**config.mk**
```make
export PLATFORM = sky130hd
export DESIGN_NAME = trainled2_tx_encoder
export DESIGN_NICKNAME = d
export VERILOG_FILES = /design/src/rtl/trainled2_pkg.sv /design/src/rtl/trainled2_phase_timer.sv /design/src/rtl/trainled2_tx_encoder.sv
export SDC_FILE = /design/constraint.sdc
export NUM_CORES = 1
export LEC_CHECK = 0
export CAP_MARGIN = 20
export CELL_PAD_IN_SITES_DETAIL_PLACEMENT = 2
export CELL_PAD_IN_SITES_GLOBAL_PLACEMENT = 2
export CORE_MARGIN = 2
export CORE_UTILIZATION = 30
export CTS_CLUSTER_DIAMETER = 80
export CTS_CLUSTER_SIZE = 16
export DETAILED_ROUTE_END_ITERATION = 12
export PLACE_DENSITY = 0.75
export SLEW_MARGIN = 10
export SYNTH_ARGS = -nofsm -noshare
export SYNTH_HDL_FRONTEND = slang
export SYNTH_SLANG_ARGS = --single-unit
```
**constraint.sdc**
```tcl
create_clock -name clk -period 4.8 [get_ports clk]
set_input_delay 0.48 -clock clk [delete_from_list [all_inputs] [get_ports clk]]
set_output_delay 0.48 -clock clk [all_outputs]
set_load 0.02 [all_outputs]
```
**src/rtl/trainled2_pkg.sv**
```systemverilog
// rtl/trainled2_pkg.sv - shared TrainLED2 timing defaults and encoder state type
package trainled2_pkg;
    localparam int DEF_T_BIT   = 32;
    localparam int DEF_T0H     = 8;
    localparam int DEF_T1H     = 20;
    localparam int DEF_T_LATCH = 256;
    localparam int DEF_CW      = 9;

    localparam int STATE_W = 2;

    typedef enum logic [STATE_W-1:0] {
        IDLE  = 2'd0,
        HIGH  = 2'd1,
        LOW   = 2'd2,
        LATCH = 2'd3
    } state_e;
endpackage

```
**src/rtl/trainled2_phase_timer.sv**
```systemverilog
// rtl/trainled2_phase_timer.sv - loadable down-counter with done flags, shared by all phases
module trainled2_phase_timer #(
    parameter int CW = 9
) (
    input  logic          clk,
    input  logic          rst_n,
    input  logic          load,
    input  logic [CW-1:0] load_val,
    output logic          done,
    output logic          done_next
);
    logic [CW-1:0] cnt_q, cnt_d;

    // Saturates at zero so an un-reloaded counter never wraps.
    always_comb begin
        cnt_d = cnt_q;
        if (load) begin
            cnt_d = load_val;
        end else if (cnt_q != '0) begin
            cnt_d = cnt_q - CW'(1);
        end
    end

    assign done      = (cnt_q == '0);
    assign done_next = (cnt_d == '0);

    always_ff @(posedge clk or negedge rst_n) begin
        if (!rst_n) begin
            cnt_q <= '0;
        end else begin
            cnt_q <= cnt_d;
        end
    end
endmodule

```
**src/rtl/trainled2_tx_encoder.sv**
```systemverilog
// rtl/trainled2_tx_encoder.sv - byte stream to TrainLED2 pulse-width serial line with latch gap
module trainled2_tx_encoder
    import trainled2_pkg::*;
#(
    parameter int T_BIT   = DEF_T_BIT,
    parameter int T0H     = DEF_T0H,
    parameter int T1H     = DEF_T1H,
    parameter int T_LATCH = DEF_T_LATCH,
    parameter int CW      = DEF_CW
) (
    input  logic       clk,
    input  logic       rst_n,
    input  logic [7:0] s_data,
    input  logic       s_valid,
    input  logic       s_last,
    output logic       s_ready,
    output logic       dout,
    output logic       busy,
    output logic       underrun
);
    localparam logic [CW-1:0] H0_M1 = CW'(T0H - 1);
    localparam logic [CW-1:0] H1_M1 = CW'(T1H - 1);
    localparam logic [CW-1:0] L0_M1 = CW'(T_BIT - T0H - 1);
    localparam logic [CW-1:0] L1_M1 = CW'(T_BIT - T1H - 1);
    localparam logic [CW-1:0] LA_M1 = CW'(T_LATCH - 1);

    state_e        state_q, state_d;
    logic [7:0]    shift_q, shift_d;
    logic [2:0]    bit_cnt_q, bit_cnt_d;
    logic          last_q, last_d;
    logic          s_ready_q, s_ready_d;
    logic          dout_q, dout_d;
    logic          busy_q, busy_d;
    logic          underrun_q, underrun_d;
    logic          tmr_load;
    logic [CW-1:0] tmr_val;
    logic          tmr_done;
    logic          tmr_done_next;
    logic          transfer;

    trainled2_phase_timer #(.CW(CW)) u_timer (
        .clk       (clk),
        .rst_n     (rst_n),
        .load      (tmr_load),
        .load_val  (tmr_val),
        .done      (tmr_done),
        .done_next (tmr_done_next)
    );

    assign transfer = s_valid && s_ready_q;

    always_comb begin
        state_d    = state_q;
        shift_d    = shift_q;
        bit_cnt_d  = bit_cnt_q;
        last_d     = last_q;
        underrun_d = 1'b0;
        tmr_load   = 1'b0;
        tmr_val    = '0;
        case (state_q)
            IDLE: begin
                if (transfer) begin
                    shift_d   = s_data;
                    last_d    = s_last;
                    bit_cnt_d = 3'd7;
                    state_d   = HIGH;
                    tmr_load  = 1'b1;
                    tmr_val   = s_data[7] ? H1_M1 : H0_M1;
                end
            end
            HIGH: begin
                if (tmr_done) begin
                    state_d  = LOW;
                    tmr_load = 1'b1;
                    tmr_val  = shift_q[7] ? L1_M1 : L0_M1;
                end
            end
            LOW: begin
                if (tmr_done) begin
                    tmr_load = 1'b1;
                    if (bit_cnt_q != 3'd0) begin
                        bit_cnt_d = bit_cnt_q - 3'd1;
                        shift_d   = {shift_q[6:0], 1'b0};
                        state_d   = HIGH;
                        tmr_val   = shift_q[6] ? H1_M1 : H0_M1;
                    end else if (last_q) begin
                        state_d = LATCH;
                        tmr_val = LA_M1;
                    end else if (transfer) begin
                        shift_d   = s_data;
                        last_d    = s_last;
                        bit_cnt_d = 3'd7;
                        state_d   = HIGH;
                        tmr_val   = s_data[7] ? H1_M1 : H0_M1;
                    end else begin
                        tmr_load   = 1'b0;
                        underrun_d = 1'b1;
                        state_d    = IDLE;
                    end
                end
            end
            LATCH: begin
                if (tmr_done) begin
                    state_d = IDLE;
                end
            end
            default: state_d = IDLE;
        endcase

        // Outputs are registered, so they are derived from the state being entered.
        dout_d    = (state_d == HIGH);
        busy_d    = (state_d != IDLE);
        s_ready_d = (state_d == IDLE) ||
                    ((state_d == LOW) && tmr_done_next && (bit_cnt_d == 3'd0) && !last_d);
    end

    always_ff @(posedge clk or negedge rst_n) begin
        if (!rst_n) begin
            state_q    <= IDLE;
            shift_q    <= '0;
            bit_cnt_q  <= '0;
            last_q     <= 1'b0;
            s_ready_q  <= 1'b0;
            dout_q     <= 1'b0;
            busy_q     <= 1'b0;
            underrun_q <= 1'b0;
        end else begin
            state_q    <= state_d;
            shift_q    <= shift_d;
            bit_cnt_q  <= bit_cnt_d;
            last_q     <= last_d;
            s_ready_q  <= s_ready_d;
            dout_q     <= dout_d;
            busy_q     <= busy_d;
            underrun_q <= underrun_d;
        end
    end

    assign s_ready  = s_ready_q;
    assign dout     = dout_q;
    assign busy     = busy_q;
    assign underrun = underrun_q;
endmodule
```
==> results.md, run 1 <==
- Via count: 1530
- Die height: 78 µm
- Worst-Skew Late Latency: 0.28 ns
- Prevailing post-synth register cell: dfrtp_1
- CTS H-Tree Depth: 1
- Clock buffer depth: 2
- Switch share: 0.2213
- Seq pwr share: 0.601
- Multi-input gate area in the final layout: 922.1 µm²
- Logic pwr share: 0.040
- Clock skew: 0.001599 ns
- Register bit total from synthesis: 27
- CTS tree: built
- Crit. End Element: flip-flop
- Crit Path Class: reg -> reg
- DR WL/cell: 19.76 µm
- Rel. slew slack: 0.5483
- Root Driver: clkbuf_8
- Post-CTS sizing: 0
- Count of different cell masters after synthesis: 48
- Max frequency: 0.3617 GHz
- Port bufs: 15
- Pwr Total: 0.0003782 W
- Setup violators final: 0
- First-pass DRT Iterations: 4
- Initial DRC Count: 65
- CP max FO: 11
- Area Overhead vs Synth: 16.60%
- Startpoint Class: flip-flop
- CP required: 5.00 ns
- Core Util, Final: 0.3680
- PD cells: 197.4 nW/µm²
- Num CTS Buffers: 3
- Die area: 6084 µm²
- Die width: 78 µm
- Initial antenna violation count: 0
- Final Hold Vio Count: 0
- Async SR Flop Fraction: 1.000
- DR vias/cell: 5.709
- # rows: 26
- Number of global-route vias before repair: 1697
- # Post-CTS Setup Buffers: 0
- Worst-path clk slew: 0.10 ns
- Reg area: 675.6 µm²
- Tcrit/Tclk final: 0.5760
- Diodes inserted: 0
- Antenna viol nets, final: 0
- Drt drc: 0
- Share of cells above drive strength 1: 0.06061
- Leak: 0.7406 nW
- Largest net degree at the start of global routing: 28
- Setup TNS: 0 ns
- Initial Utilization: 0.3156
- Status: finished, final reports clean
- Clock sinks: 27
- Core area: 5205 µm²
- Final #Nets: 214
- Register area share after synthesis: 0.4113
- Clock power frac: 0.359
- Synthesis Warnings: 0
- Peak VDD IR: 0.09415 mV
- Pint: 0.0002945 W
- WHS: 0.5444 ns
- GRT Resource Usage Total: 0.1922
- Max_cap viols: 0
- RSZ-0062 raised after global routing: no
- Worst hold start: shift_q[3]
- Min-delay worst type: reg -> reg
- Placed inst area: 1869 µm²
- Worst Max-Slew Pin Slew: 0.6775 ns
- Syn_nets: 197
- Hold_buf cts: 0
- Net Switching: 0.00008371 W
- I/O Pins: 16
- CP startpoint: u_timer.cnt_q[0]
- Number of flops mapped to enable cells by yosys: 0
- Post-Syn Area: 1643 µm²
- Avg Inst Size Synth: 9.027 µm²
- Fin crit period: 2.765 ns
- Filler cells: 578
- Worst R2R Start: u_timer.cnt_q[0]
- Final WL: 5.297 mm
- GPL Wtd Cong: 0.8602
- Crit path arrival time: 2.96 ns
- Cells after synthesis: 182
- Grt ovf: 0
- Fin area: 1916 µm²
- Final Slew Violations: 0
- First-pass GRT wire length: 9.101 mm
- Post-DP HPWL: 4.091 mm
## Yosys cell counts (2+ instances only)
master	number	area, µm²
and3_1	3	18.77
mux2i_1	3	30.03
and2_1	2	12.51
nor2b_1	4	25.02
nor4_1	2	12.51
nor3_1	6	30.03
or3_1	2	12.51
dfrtp_1	27	675.7
clkbuf_1	3	11.26
or4_1	2	15.01
a211oi_1	2	15.01
inv_1	7	26.28
a21oi_1	18	90.09
nor2_1	17	63.81
nand2_1	14	52.55
nand2b_1	4	25.02
xnor2_1	2	17.52
o22ai_1	11	68.82
nand3b_1	2	15.01
o21ai_0	12	60.06
a22oi_1	2	15.01
nand3_1	2	10.01
a31oi_1	4	25.02
ha_1	3	37.54
nand4_1	3	18.77
nor3b_1	3	22.52
## registers in the layout, indices dropped and copies added, names as in the netlist
register / flops
shift_q: 8
underrun: 1
dout: 1
s_ready: 1
busy: 1
state_q: 2
bit_cnt_q: 3
last_q: 1
u_timer.cnt_q: 9
## layer usage
metal | global-route usage | vias to the layer above | routed length [µm]
met2 | 0.3328 | 32 | 2734
li1 | - | 707 | -
met1 | 0.2408 | 779 | 2283
met4 | 0.07895 | 0 | 145
met3 | 0.02442 | 12 | 133
met5 | 0 | - | 0
## logic make-up (layout without fill, tap and decap cells)
kind of cell	after synthesis	after routing	share of synthesized area
and+or+nand+nor	76	76	0.2765
adders and majority gates	3	3	0.02285
xor gates and xnor gates	3	3	0.01600
buffers and inverters	11	27	0.02742
DFF	27	27	0.4113
AOI/OAI and AO/OA	59	59	0.2277
muxes	3	3	0.01828
## critical path, cell delays in order, from the launching register on
cell and delay (ns):
dfrtp_1 0.43, inv_1 0.13, ha_1 0.24, nor4b_4 0.38, and2_1 0.51, and3_1 0.27, o21ai_1 0.06, or4_1 0.44
o31ai_2 0.23
## power by group through the flow
stage | Sequential, W | Clock [W] | Combinational [W]
after floorplan | 0.000232 | 0 | 0.000000423
after CTS | 0.000227 | 0.000139 | 0.0000158
after global routing | 0.000227 | 0.000150 | 0.0000168
after global placement | 0.000232 | 0 | 0.0000154
final | 0.000227 | 0.000136 | 0.0000152
after detailed placement | 0.000232 | 0 | 0.0000159
## worst paths after layout
kind                                      to  slack (ns)  cells past startpoint
worst max register to register       s_ready        2.04                      8
worst min register to register    shift_q[3]        0.54                      2
max in group asynchronous         shift_q[0]        3.96                      2
worst min-delay path              shift_q[3]        0.54                      2
worst max-delay path                 s_ready        2.04                      8
min in group asynchronous       bit_cnt_q[0]        0.57                      2
## per-stage QoR
| step | instances | setup slack (ns) |
|---|---|---|
| after floorplan | 182 | 2.490 |
| after global placement | 264 | 2.133 |
| after detailed placement | 264 | 2.044 |
| after CTS | 268 | 2.009 |
| after global routing | 268 | 1.850 |
| final | 268 | 2.035 |
## placed cells by master, fill, tap and decap left out, drive strengths merged, types with 2 or more instances in the layout
master,synthesis,layout
a211oi,2,2
a21o,2,2
a21oi,18,18
a22oi,2,2
a31oi,4,4
and2,2,2
and3,3,3
clkbuf,3,3
clkdlybuf4s50,0,15
dfrtp,27,27
ha,3,3
inv,7,7
mux2i,3,3
nand2,14,14
nand2b,4,4
nand3,2,2
nand3b,2,2
nand4,3,3
nor2,17,17
nor2b,4,4
nor3,6,6
nor3b,4,4
nor4,3,3
nor4b,2,2
o21ai,13,13
o221ai,2,2
o22ai,11,11
o31ai,2,2
or3,2,2
or4,2,2
xnor2,2,2
## cell type report
class                           count  area share
Multi-Input combinational cell    144      0.4814
Sequential cell                    27      0.3527
Timing Repair Buffer               16     0.08230
Tap cell                           70     0.04572
Clock buffer                        3     0.02155
Inverter                            7     0.01372
Clock inverter                      1    0.002613
Power figures use the tool's default switching activity.
==> run 2, diff against run 1 <==
==> constraint.sdc (replaced) <==
create_clock -name clk -period 2.6 [get_ports clk]
set_input_delay 0.26 -clock clk [delete_from_list [all_inputs] [get_ports clk]]
set_output_delay 0.26 -clock clk [all_outputs]
set_load 0.02 [all_outputs]
==> run 2 against run 1 <==
Routed wire length up 3.1%. Largest power group unchanged. Via count up 3.1%. Die area unchanged. Combinational power up 88%. Worst hold slack worse by 0.18 ns. Count of clock-buffer cells in the layout unchanged. Sequential power up 85%. Non-clock buffer count up 13. Critical path depth down 2. Core utilization up 2.5 points. First-iteration DRC count down 6.2%. Global-route usage down 0.19 points.
==> results.md, run 2 (same netlist as run 1, synthesis figures left out) <==
- Status: finished, final reports clean
- Clock power frac: 0.356 (-0.003)
- Pint: 0.0005432 W (+84%)
- Antenna viol nets, final: 0 (unchanged)
- Grt ovf: 0 (unchanged)
- Root Driver: clkbuf_8
- Placed inst area: 1944 µm² (+4.0%)
- Die height: 78 µm (unchanged)
- Logic pwr share: 0.041 (about the same)
- Worst Path Buf+Inv: 0 (-1)
- # rows: 26 (unchanged)
- CTS H-Tree Depth: 1 (unchanged)
- Number of flip-flops in the largest register: 9 (unchanged)
- DR WL/cell: 19.43 µm (-1.7%)
- Most common cell after layout, fill and taps aside: dfrtp_1
- Largest net degree at the start of global routing: 28 (unchanged)
- Crit. End Element: flip-flop
- Net Switching: 0.0001522 W (+82%)
- GPL Wtd Cong: 0.8692 (+1.0%)
- DR vias/cell: 5.616 (-1.6%)
- Share of cells above drive strength 1: 0.1611 (+0.1005)
- Peak VDD IR: 0.1966 mV (+110%)
- First-pass DRT Iterations: 4 (unchanged)
- Rel. slew slack: 0.6468 (+0.09852)
- Worst Max-Slew Pin Slew: 0.5258 ns (-0.1517 ns)
- First-pass GRT wire length: 9.094 mm (about the same)
- Worst-path clk slew: 0.10 ns (about the same)
- Final Slew Violations: 0 (unchanged)
- Initial Utilization: 0.3156 (unchanged)
- Most frequent cells in the layout: dfrtp_1 (27), a21oi_1 (18), nor2_1 (17), clkdlybuf4s50_1 (15)
- Num CTS Buffers: 3 (unchanged)
- Top cell family by delay on the critical path: simple AND/OR/NAND/NOR gates
- Initial DRC Count: 61 (-6.2%)
- Area Overhead vs Synth: 24.68%
- Crit Path Class: reg -> reg
- Startpoint Class: flip-flop
- Leak: 0.7998 nW (+8.0%)
- Worst-path cell chain: nor4_4 > nand2_1 > mux2i_2 > or2_1 > or4_1 > o31ai_2
- Crit path arrival time: 2.72 ns (-0.24 ns)
- Largest stage delay on the critical path: 0.57 ns (+0.06 ns)
- Core Util, Final: 0.3935 (+0.02548)
- CP max FO: 7 (-4)
- Hold_buf cts: 0 (unchanged)
- Largest regs: u_timer.cnt_q x9, shift_q x8, bit_cnt_q x3
- PD cells: 339.5 nW/µm² (+72%)
- Worst-Skew Late Latency: 0.27 ns (about the same)
- GRT Resource Usage Total: 0.1903 (-0.001891)
- Final #Nets: 227 (+6.1%)
- Seq pwr share: 0.603 (+0.002)
- Diodes inserted: 0 (unchanged)
- Die width: 78 µm (unchanged)
- Fin crit period: 2.521 ns (-0.2440 ns)
- Fin area: 2048 µm² (+6.9%)
- Final Hold Vio Count: 0 (unchanged)
- Port bufs: 15 (unchanged)
- Crit path max-delay cell type: nor4_4
- Number of global-route vias before repair: 1725 (+1.6%)
- Largest Register: u_timer.cnt_q
- I/O Pins: 16 (unchanged)
- Initial antenna violation count: 0 (unchanged)
- Clock buffer depth: 2 (unchanged)
- Max_cap viols: 0 (unchanged)
- Tcrit/Tclk final: 0.9696 (+0.3935)
- Core area: 5205 µm² (unchanged)
- Post-DP HPWL: 4.193 mm (+2.5%)
- Final WL: 5.461 mm (+3.1%)
- Filler cells: 593 (+2.6%)
- Clock skew: 0.004041 ns (+0.002442 ns)
- CP required: 2.80 ns (-2.20 ns)
- Min-delay worst type: in -> async
- Clock sinks: 27 (unchanged)
- Die area: 6084 µm² (unchanged)
- Drt drc: 0 (unchanged)
- Setup violators final: 0 (unchanged)
- Via count: 1578 (+3.1%)
- Switch share: 0.2188 (-0.002517)
- Max frequency: 0.3967 GHz (+9.7%)
- CTS tree: built
==> run 2: cell types whose count changed in the layout (fill, tap and decap cells not counted), sizes merged <==
cell	before	now
buf	1	14
==> run 2: power by group through the flow <==
stage / logic (W) / registers [W] / clock network, W
floorplan: 0.000000781 / 0.000428 / 0
global placement: 0.0000284 / 0.000428 / 0
detailed placement: 0.0000293 / 0.000428 / 0
CTS: 0.0000294 / 0.000420 / 0.000260
global route: 0.0000313 / 0.000420 / 0.000278
finish: 0.0000286 / 0.000420 / 0.000247
==> run 2: cell type report <==
class / instances / area [µm²] / area share
multi-input cells: 144 / 957.2 / 0.4673
flip-flops and latches: 27 / 675.6 / 0.3299
repair buffers: 29 / 255.2 / 0.1246
well taps: 70 / 87.58 / 0.04276
clock buffers: 3 / 41.29 / 0.02016
inverters: 7 / 26.28 / 0.01283
clock inverters: 1 / 5.005 / 0.002443
==> run 2: metrics by stage <==
stage / setup TNS, ns / std cells / worst slack (ns) / power (W) / hold slack [ns]
final: 0 / 281 / 0.07911 / 0.0006954 / 0.3633
after global placement: 0 / 274 / 0.09059 / 0.0004563 / 0.5126
after floorplan: 0 / 182 / 0.2897 / 0.0004288 / -0.03559
after detailed placement: -0.01570 / 274 / -0.01570 / 0.0004572 / 0.5241
after CTS: 0 / 278 / 0.01163 / 0.0007095 / 0.3731
after global routing: -0.03628 / 281 / -0.03628 / 0.0007290 / 0.3937
==> run 2: worst paths after layout <==
path,startpoint,endpoint,slack (ns),cells after the start
worst max-delay path,u_timer.cnt_q[3],s_ready,0.08,6
worst min register to register,shift_q[4],shift_q[4],0.54,2
max in group asynchronous,rst_n,shift_q[6],1.96,2
worst max register to register,u_timer.cnt_q[3],s_ready,0.08,6
min in group clk,shift_q[4],shift_q[4],0.54,2
worst min-delay path,rst_n,bit_cnt_q[0],0.36,2
==> run 2: per-layer routing <==
metal / up-vias / part of all wire / routed length, µm / GRT usage
li1: 736 / - / - / -
met1: 821 / 0.47 / 2550 / 0.2550
met2: 17 / 0.50 / 2752 / 0.3328
met3: 4 / 0.016 / 88 / 0.01395
met4: 0 / 0.013 / 69 / 0.04561
met5: - / 0 / 0 / 0
==> run 2: repair_timing <==
| action | in CTS | in global routing |
|---|---|---|
| setup buffers | 0 | 3 |
| setup endpoints to repair | 1 | 1 |
| gates resized for setup | 2 | 8 |
| pin swaps | 0 | 1 |
==> run 3, diff against run 2 <==
--- a/config.mk
+++ b/config.mk
@@ -14,6 +14,7 @@
 export CTS_CLUSTER_SIZE = 16
 export DETAILED_ROUTE_END_ITERATION = 12
 export PLACE_DENSITY = 0.75
+export SKIP_LAST_GASP = 1
 export SLEW_MARGIN = 10
 export SYNTH_ARGS = -nofsm -noshare
 export SYNTH_HDL_FRONTEND = slang
==> results of run 3 <==
Same layout as run 2: the final DEF is identical, and so are final timing and power.
